## config.mk

```make
export PLATFORM = sky130hd
export DESIGN_NAME = fpga_reset_seq_flat
export DESIGN_NICKNAME = d
export VERILOG_FILES = /design/src/rtl/fpga_reset_seq_if.sv /design/src/rtl/fpga_reset_seq.sv /design/src/flat_wrapper.sv
export SDC_FILE = /design/constraint.sdc
export NUM_CORES = 1
export LEC_CHECK = 0
export BUFFER_PORTS_ARGS = -buffer_cell sky130_fd_sc_hd__buf_2
export CAP_MARGIN = 40
export CORE_AREA = 2 2 39 41
export DETAILED_ROUTE_END_ITERATION = 16
export DIE_AREA = 0 0 41 43
export PLACE_DENSITY = 0.67
export SETUP_SLACK_MARGIN = 0.1
export SYNTH_ARGS = -nofsm -noshare
export SYNTH_HDL_FRONTEND = slang
export SYNTH_SLANG_ARGS = --single-unit
```

## constraint.sdc

```tcl
create_clock -name clk -period 1.07 [get_ports clk]
set_clock_uncertainty 0.05 [all_clocks]
set_input_delay 0.214 -clock clk [delete_from_list [all_inputs] [get_ports clk]]
set_output_delay 0.214 -clock clk [all_outputs]
set_load 0.1 [all_outputs]
```

## src/rtl/fpga_reset_seq_if.sv

```systemverilog
// Request/status bundle between the reset sequencer and its environment.
// The slave modport is the sequencer side; the master modport drives the requests.
interface fpga_reset_seq_if #(
  parameter int N_REQ = 2
);
  logic [N_REQ-1:0] req;
  logic             cause_clr;
  logic             periph_rst_n;
  logic             core_rst_n;
  logic             busy;
  logic [N_REQ-1:0] cause;

  modport master (
    output req,
    output cause_clr,
    input  periph_rst_n,
    input  core_rst_n,
    input  busy,
    input  cause
  );

  modport slave (
    input  req,
    input  cause_clr,
    output periph_rst_n,
    output core_rst_n,
    output busy,
    output cause
  );
endinterface

```

## src/rtl/fpga_reset_seq.sv

```systemverilog
// Reset sequencer: merges level reset requests, releases peripherals first and
// the core after a stagger delay. Define RESET_SEQ_CAUSE_EN to build sticky cause bits.
module fpga_reset_seq #(
  parameter int N_REQ          = 2,
  parameter int HOLD_CYCLES    = 16,
  parameter int STAGGER_CYCLES = 4
) (
  input  logic                    clk,
  input  logic                    rst,
  fpga_reset_seq_if.slave         bus
);

  localparam int MAX_LIM = (HOLD_CYCLES > STAGGER_CYCLES) ? HOLD_CYCLES : STAGGER_CYCLES;
  localparam int CNT_W   = (MAX_LIM > 1) ? $clog2(MAX_LIM) : 1;

  localparam logic [CNT_W-1:0] HOLD_LAST    = CNT_W'(HOLD_CYCLES - 1);
  localparam logic [CNT_W-1:0] STAGGER_LAST = CNT_W'(STAGGER_CYCLES - 1);

  typedef enum logic [1:0] {
    ST_HOLD    = 2'd0,
    ST_STAGGER = 2'd1,
    ST_RUN     = 2'd2
  } state_e;

  state_e           state_q, state_d;
  logic [CNT_W-1:0] cnt_q, cnt_d;
  logic             periph_q, core_q, busy_q;
  logic             periph_d, core_d, busy_d;
  logic             any_req;

  assign any_req = |bus.req;

  // State register; outputs are registered alongside the state so no input
  // reaches an output combinationally.
  always_ff @(posedge clk) begin
    // NOTE: sequential state uses non-blocking assignments so every flop
    // samples the pre-edge values regardless of statement order.
    if (rst) begin
      state_q  <= ST_HOLD;
      cnt_q    <= '0;
      periph_q <= 1'b0;
      core_q   <= 1'b0;
      busy_q   <= 1'b1;
    end else begin
      state_q  <= state_d;
      cnt_q    <= cnt_d;
      periph_q <= periph_d;
      core_q   <= core_d;
      busy_q   <= busy_d;
    end
  end

  // Next-state and counter logic; any request wins in every state.
  always_comb begin
    // NOTE: defaults first so no path through the case leaves a variable
    // unassigned, which would infer a latch.
    state_d = ST_HOLD;
    cnt_d   = '0;
    case (state_q)
      ST_HOLD: begin
        if (any_req) begin
          state_d = ST_HOLD;
        end else if (cnt_q == HOLD_LAST) begin
          state_d = ST_STAGGER;
        end else begin
          state_d = ST_HOLD;
          cnt_d   = cnt_q + 1'b1;
        end
      end
      ST_STAGGER: begin
        if (any_req) begin
          state_d = ST_HOLD;
        end else if (cnt_q == STAGGER_LAST) begin
          state_d = ST_RUN;
        end else begin
          state_d = ST_STAGGER;
          cnt_d   = cnt_q + 1'b1;
        end
      end
      ST_RUN: begin
        state_d = any_req ? ST_HOLD : ST_RUN;
      end
      default: begin
        state_d = ST_HOLD;
      end
    endcase
  end

  // Output decode from the next state, registered above.
  always_comb begin
    periph_d = (state_d != ST_HOLD);
    core_d   = (state_d == ST_RUN);
    busy_d   = ~core_d;
  end

  assign bus.periph_rst_n = periph_q;
  assign bus.core_rst_n   = core_q;
  assign bus.busy         = busy_q;

`ifdef RESET_SEQ_CAUSE_EN
  logic [N_REQ-1:0] cause_q;

  // Set dominates clear; only rst wipes the record.
  always_ff @(posedge clk) begin
    if (rst) begin
      cause_q <= '0;
    end else begin
      cause_q <= (cause_q & ~{N_REQ{bus.cause_clr}}) | bus.req;
    end
  end

  assign bus.cause = cause_q;
`else
  logic unused_cause_clr;

  assign unused_cause_clr = bus.cause_clr;
  assign bus.cause        = '0;
`endif

endmodule

```

## src/flat_wrapper.sv

```systemverilog
// flat-port wrapper written by rule: the top's interface ports become plain ports
module fpga_reset_seq_flat 
#(
  parameter int N_REQ          = 2,
  parameter int HOLD_CYCLES    = 16,
  parameter int STAGGER_CYCLES = 4
)
  (clk, rst, bus_req, bus_cause_clr, bus_periph_rst_n, bus_core_rst_n, bus_busy, bus_cause);
  fpga_reset_seq_if #(.N_REQ(N_REQ)) bus_i ();
  input  logic clk;
  input  logic rst;
  input wire logic [$bits(bus_i.req)-1:0] bus_req;
  input wire logic [$bits(bus_i.cause_clr)-1:0] bus_cause_clr;
  output wire logic [$bits(bus_i.periph_rst_n)-1:0] bus_periph_rst_n;
  output wire logic [$bits(bus_i.core_rst_n)-1:0] bus_core_rst_n;
  output wire logic [$bits(bus_i.busy)-1:0] bus_busy;
  output wire logic [$bits(bus_i.cause)-1:0] bus_cause;
  assign bus_i.req = bus_req;
  assign bus_i.cause_clr = bus_cause_clr;
  assign bus_periph_rst_n = bus_i.periph_rst_n;
  assign bus_core_rst_n = bus_i.core_rst_n;
  assign bus_busy = bus_i.busy;
  assign bus_cause = bus_i.cause;
  fpga_reset_seq #(.N_REQ(N_REQ), .HOLD_CYCLES(HOLD_CYCLES), .STAGGER_CYCLES(STAGGER_CYCLES)) u_core (.clk(clk), .rst(rst), .bus(bus_i));
endmodule
```

* Yosys cells after proc, flatten, opt, wreduce, memory -nomap -nowiden
Index checks and enable logic that the tools add are counted.
Word-level totals: word-level logic and storage cells 26, flip-flop bits (word level) 9
Cells by class: multiplexer cells 11, add/sub/neg operators 1, reductions and logical operators 3, equality and inequality tests 5, bitwise gates (word level) 1
Operators by type and width (count):
- $mux W4 | 4
- $mux W2 | 4
- $pmux W4 S2 | 1
- $pmux W2 S3 | 1
- $add A4 B1 Y4 const B | 1
- $eq A2 B2 Y1 const B | 2
- $eq A4 B2 Y1 const B | 1
- $eq A4 B4 Y1 const B | 1
- $eq A2 B1 Y1 const B | 1
- $logic_not A2 Y1 | 1
- $reduce_bool A2 Y1 | 1
- $reduce_or A2 Y1 | 1
- $mux W1 | 1
- $not A1 Y1 | 1

* Depth between registers and ports, before layout
depth in word-level cells 6, mapped depth 4, depth with buffers taken out 4

* Worst setup path after synthesis
OpenSTA, ideal clock, no wires.
kind reg2reg, start register u_core.cnt_q[0], end register u_core.busy_q, in the netlist u_core.bus.busy, cell stages (with the launch flop) 5, buffers on the path 0, clock period less this slack 1183 ps, slack -113 ps, arrival time 1006 ps, cells stage by stage dfxtp_1 > ha_1 > nand2b_4 > nor3_4 > o21ai_1
Between the ends: cells in the longest elaborated chain, start to end 6, elaborated cells between the ends (all ways) 9
RTL lines:
- start: declaration | RTL line fpga_reset_seq.sv:26 | logic [CNT_W-1:0] cnt_q, cnt_d;
- start signal: assignment | RTL line fpga_reset_seq.sv:46 | cnt_q <= cnt_d;
- $eq A4 B2 Y1 / $eq A4 B4 Y1 (equally long branches) | RTL line fpga_reset_seq.sv:73, fpga_reset_seq.sv:63
- $mux W2 / $mux W1 (equally long branches) | RTL line fpga_reset_seq.sv:73, fpga_reset_seq.sv:63
- $mux W2 (on tied branches) | RTL line fpga_reset_seq.sv:71, fpga_reset_seq.sv:61
- $pmux W2 S3 * | RTL line fpga_reset_seq.sv:59 | case (state_q)
- $eq A2 B2 Y1 * | RTL line fpga_reset_seq.sv:92 | core_d = (state_d == ST_RUN);
- $not A1 Y1 * | RTL line fpga_reset_seq.sv:93 | busy_d = ~core_d;
- end signal: assignment | RTL line fpga_reset_seq.sv:49 | busy_q <= busy_d;
- end: declaration | RTL line fpga_reset_seq.sv:27 | logic periph_q, core_q, busy_q;
Mark *: on every way between the ends. The rest lies on a longest branch, timed or not. A chain may end at the register's enable or synchronous reset.

* Worst setup path in the final report
start register u_core.busy_q, in the netlist u_core.bus.busy, end output port bus_busy
RTL lines:
- end: declaration | RTL line flat_wrapper.sv:16 | output wire logic [$bits(bus_i.busy)-1:0] bus_busy;
No word-level cell between the ends.

==> impl_metrics.tcl <==
set metrics [dict create \
    htree_num_levels 1 \
    critPathRequiredTime_ns 0.81 \
    ys_top_cells_by_area "dfxtp_1, nor3_4, nand2b_4, nand2b_1, buf_4" \
    finalCritPeriodShare_pct 96.9 \
    grt_pass1_wl_mm 1.28 \
    hold_violations 0 \
    dp_hpwl_um 566 \
    die_w_um 41 \
    power.switching_uw 168 \
    synth_edf_count 0 \
    wirelength_um 772 \
    peakVddDrop_uv 342 \
    grt_usage_pct 12.0 \
    drtIter0Drc 4 \
    start_util_pct 33.3 \
    antenna_found_initial 0 \
    vias 365 \
    worst_slack_ns 0.0330 \
    dieHeight_um 43 \
    final-setup-viol-count 0 \
    startpoint_type "flop" \
    fmax_ghz 0.964 \
    cpPeakStageDelay_ns 0.34 \
    max_cap_violations 0 \
    combinationalPowerShare_pct 8.5 \
    seq_power_share_pct 51.1 \
    clockRootBuffer "clkbuf_4" \
    clock_sinks 9 \
    hp-class "in2reg" \
    cp.arrival_ns 0.77 \
    path_buf_inv 1 \
    gp_congestion 0.676 \
    p_int_uw 495 \
    ys_ff_latch 9 \
    finalSetupTns_ns 0 \
    num_io_pins 10 \
    drive_above_1_share_pct 56.5 \
    cts_buffers 3 \
    end_kind "primary output" \
    synthArstFlopShare_pct 0 \
    synth_cells 46 \
    antennaDiodeCount 0 \
    die-area_sq_um 1760 \
    route.detailed.drc 0 \
    first_pass_iters 4 \
    cts_tree "done" \
    num_rows 14 \
    port_buffers 6 \
    via_per_inst 4.68 \
    insertion_delay_ns 0.26 \
    synth_cell_types 27 \
    rsz0062_at_grt "yes" \
    synth_common_cells "dfxtp_1, nand2_1, nand2b_1, nor2_1" \
    antenna_left 0 \
    power_density_nw_per_um2 1020 \
    cts.clk_slew.worst_paths_ns 0.06 \
    switching_share_pct 25.4 \
    maxSlewViolCount 0 \
    dp_slack_ns 0.0140 \
    crit_path_cell_trace "buf_12" \
    clockBufferDepth 2 \
    core_sq_um 1380 \
    yosysSeqAreaShare_pct 39.1 \
    crit_family "flip-flops" \
    synth_most_common_cell "dfxtp_1" \
    power_frac_clock_pct 40.4 \
    yosysTopAreaCellShare_pct 39.1 \
    avgSynthCellArea_sq_um 10.0 \
    crit_fanout 1 \
    yosys_warnings 0 \
    outcome "completed" \
    crit_type "reg2out" \
    p_leak_nw 0.243 \
    area_growth_pct 41.0 \
    synth_ff_type "dfxtp_1" \
    fin_nets 69 \
    wl_per_cell_um 9.90 \
    grt_max_degree 8 \
    gr-total-overflow 0 \
    grt_pass1_vias 325 \
    synth_top_cell_by_area "dfxtp_1" \
    syn_area_sq_um 460 \
    cp_slowest_cell "dfxtp_2" \
    hold_buffers 0 \
    fin_util_pct 46.9 \
    period_minus_slack_ns 1.04 \
]
[cells in the final DEF (no fill, tap or decap)]
master | netlist | final
buf_4 | 2 | 9
dfxtp_2 | 0 | 8
nand2_1 | 4 | 4
nor2_1 | 3 | 3
nand2b_1 | 3 | 3
clkbuf_4 | 0 | 3
buf_2 | 1 | 3
buf_12 | 0 | 3
nor3_4 | 2 | 2
nand2b_4 | 2 | 2
o21a_1 | 2 | 2
conb_1 | 1 | 2
nand2b_2 | 1 | 1
a21o_1 | 1 | 1
a22oi_2 | 0 | 1
nand3b_1 | 1 | 1
or2b_1 | 1 | 1
a21oi_1 | 1 | 1
nor2b_1 | 1 | 1
o21ai_1 | 1 | 1
a311oi_1 | 1 | 1
nand3_1 | 1 | 1
nand4b_1 | 1 | 1
a31oi_1 | 1 | 1
inv_1 | 1 | 1
o22ai_2 | 1 | 1
a211oi_2 | 1 | 1
ha_4 | 0 | 1
clkbuf_1 | 0 | 1
dfxtp_1 | 9 | 1
[flip-flops by register name, summed over array words and instances (netlist names)]
register	count
u_core.bus.busy	1
u_core.bus.core_rst_n	1
u_core.bus.periph_rst_n	1
u_core.cnt_q	4
u_core.state_q	2
[cells by family after synthesis]
kind of cell               after synthesis  synth area share (%)
adders and majority gates                1                  2.72
buffers and inverters                    5                  7.61
DFF                                      9                  39.1
other                                    1                 0.814
and+or+nand+nor                         20                  32.3
AOI/OAI and AO/OA                       10                  17.4
[worst paths after layout]
path / endpoint / cells after the start / slack, ns / start
min reg2reg: u_core.cnt_q[0] / 2 / 0.48 / u_core.cnt_q[0]
max: bus_busy / 1 / 0.03 / u_core.bus.busy
min: u_core.bus.core_rst_n / 3 / 0.17 / bus_req[0]
max reg2reg: u_core.state_q[0] / 4 / 0.04 / u_core.cnt_q[1]
[through the flow]
stage,area [sq um],total power [mW],hold slack [ns],std cells
2_1_floorplan,483,0.394,0.279,47
3_3_place_gp,599,0.402,0.448,72
3_5_place_dp,599,0.403,0.450,72
4_1_cts,643,0.681,0.163,78
5_1_grt,649,0.698,0.162,78
6_report,649,0.663,0.170,78
[power groups by stage]
stage,clock network (mW),logic (mW),registers [mW]
global route,0.299,0.0604,0.339
finish,0.268,0.0567,0.339
CTS,0.285,0.0573,0.339
global placement,0,0.0556,0.347
floorplan,0,0.0464,0.347
detailed placement,0,0.0560,0.347
[final cells by class]
| class | instances | area (sq um) |
|---|---|---|
| clock buffers | 4 | 26.3 |
| fillers | 149 | 734 |
| multi-input cells | 33 | 267 |
| repair buffers | 15 | 143 |
| well taps | 16 | 20.0 |
| inverters | 1 | 3.75 |
| flip-flops and latches | 9 | 190 |
[per-layer routing]
metal  track usage [%]  up-vias  wire, um
met2              17.2        6       390
met3              3.14        4        18
met4              14.0        0        29
met1              12.0      170       334
li1                  -      185         -
met5                 0        -         0
[what timing repair did]
item,CTS,global route
resized for setup,2,2
pin swaps,4,2
endpoints found under the setup margin,11,11
endpoints found under the hold margin,0,0
setup buffers,2,0
Power figures use the tool's default switching activity.
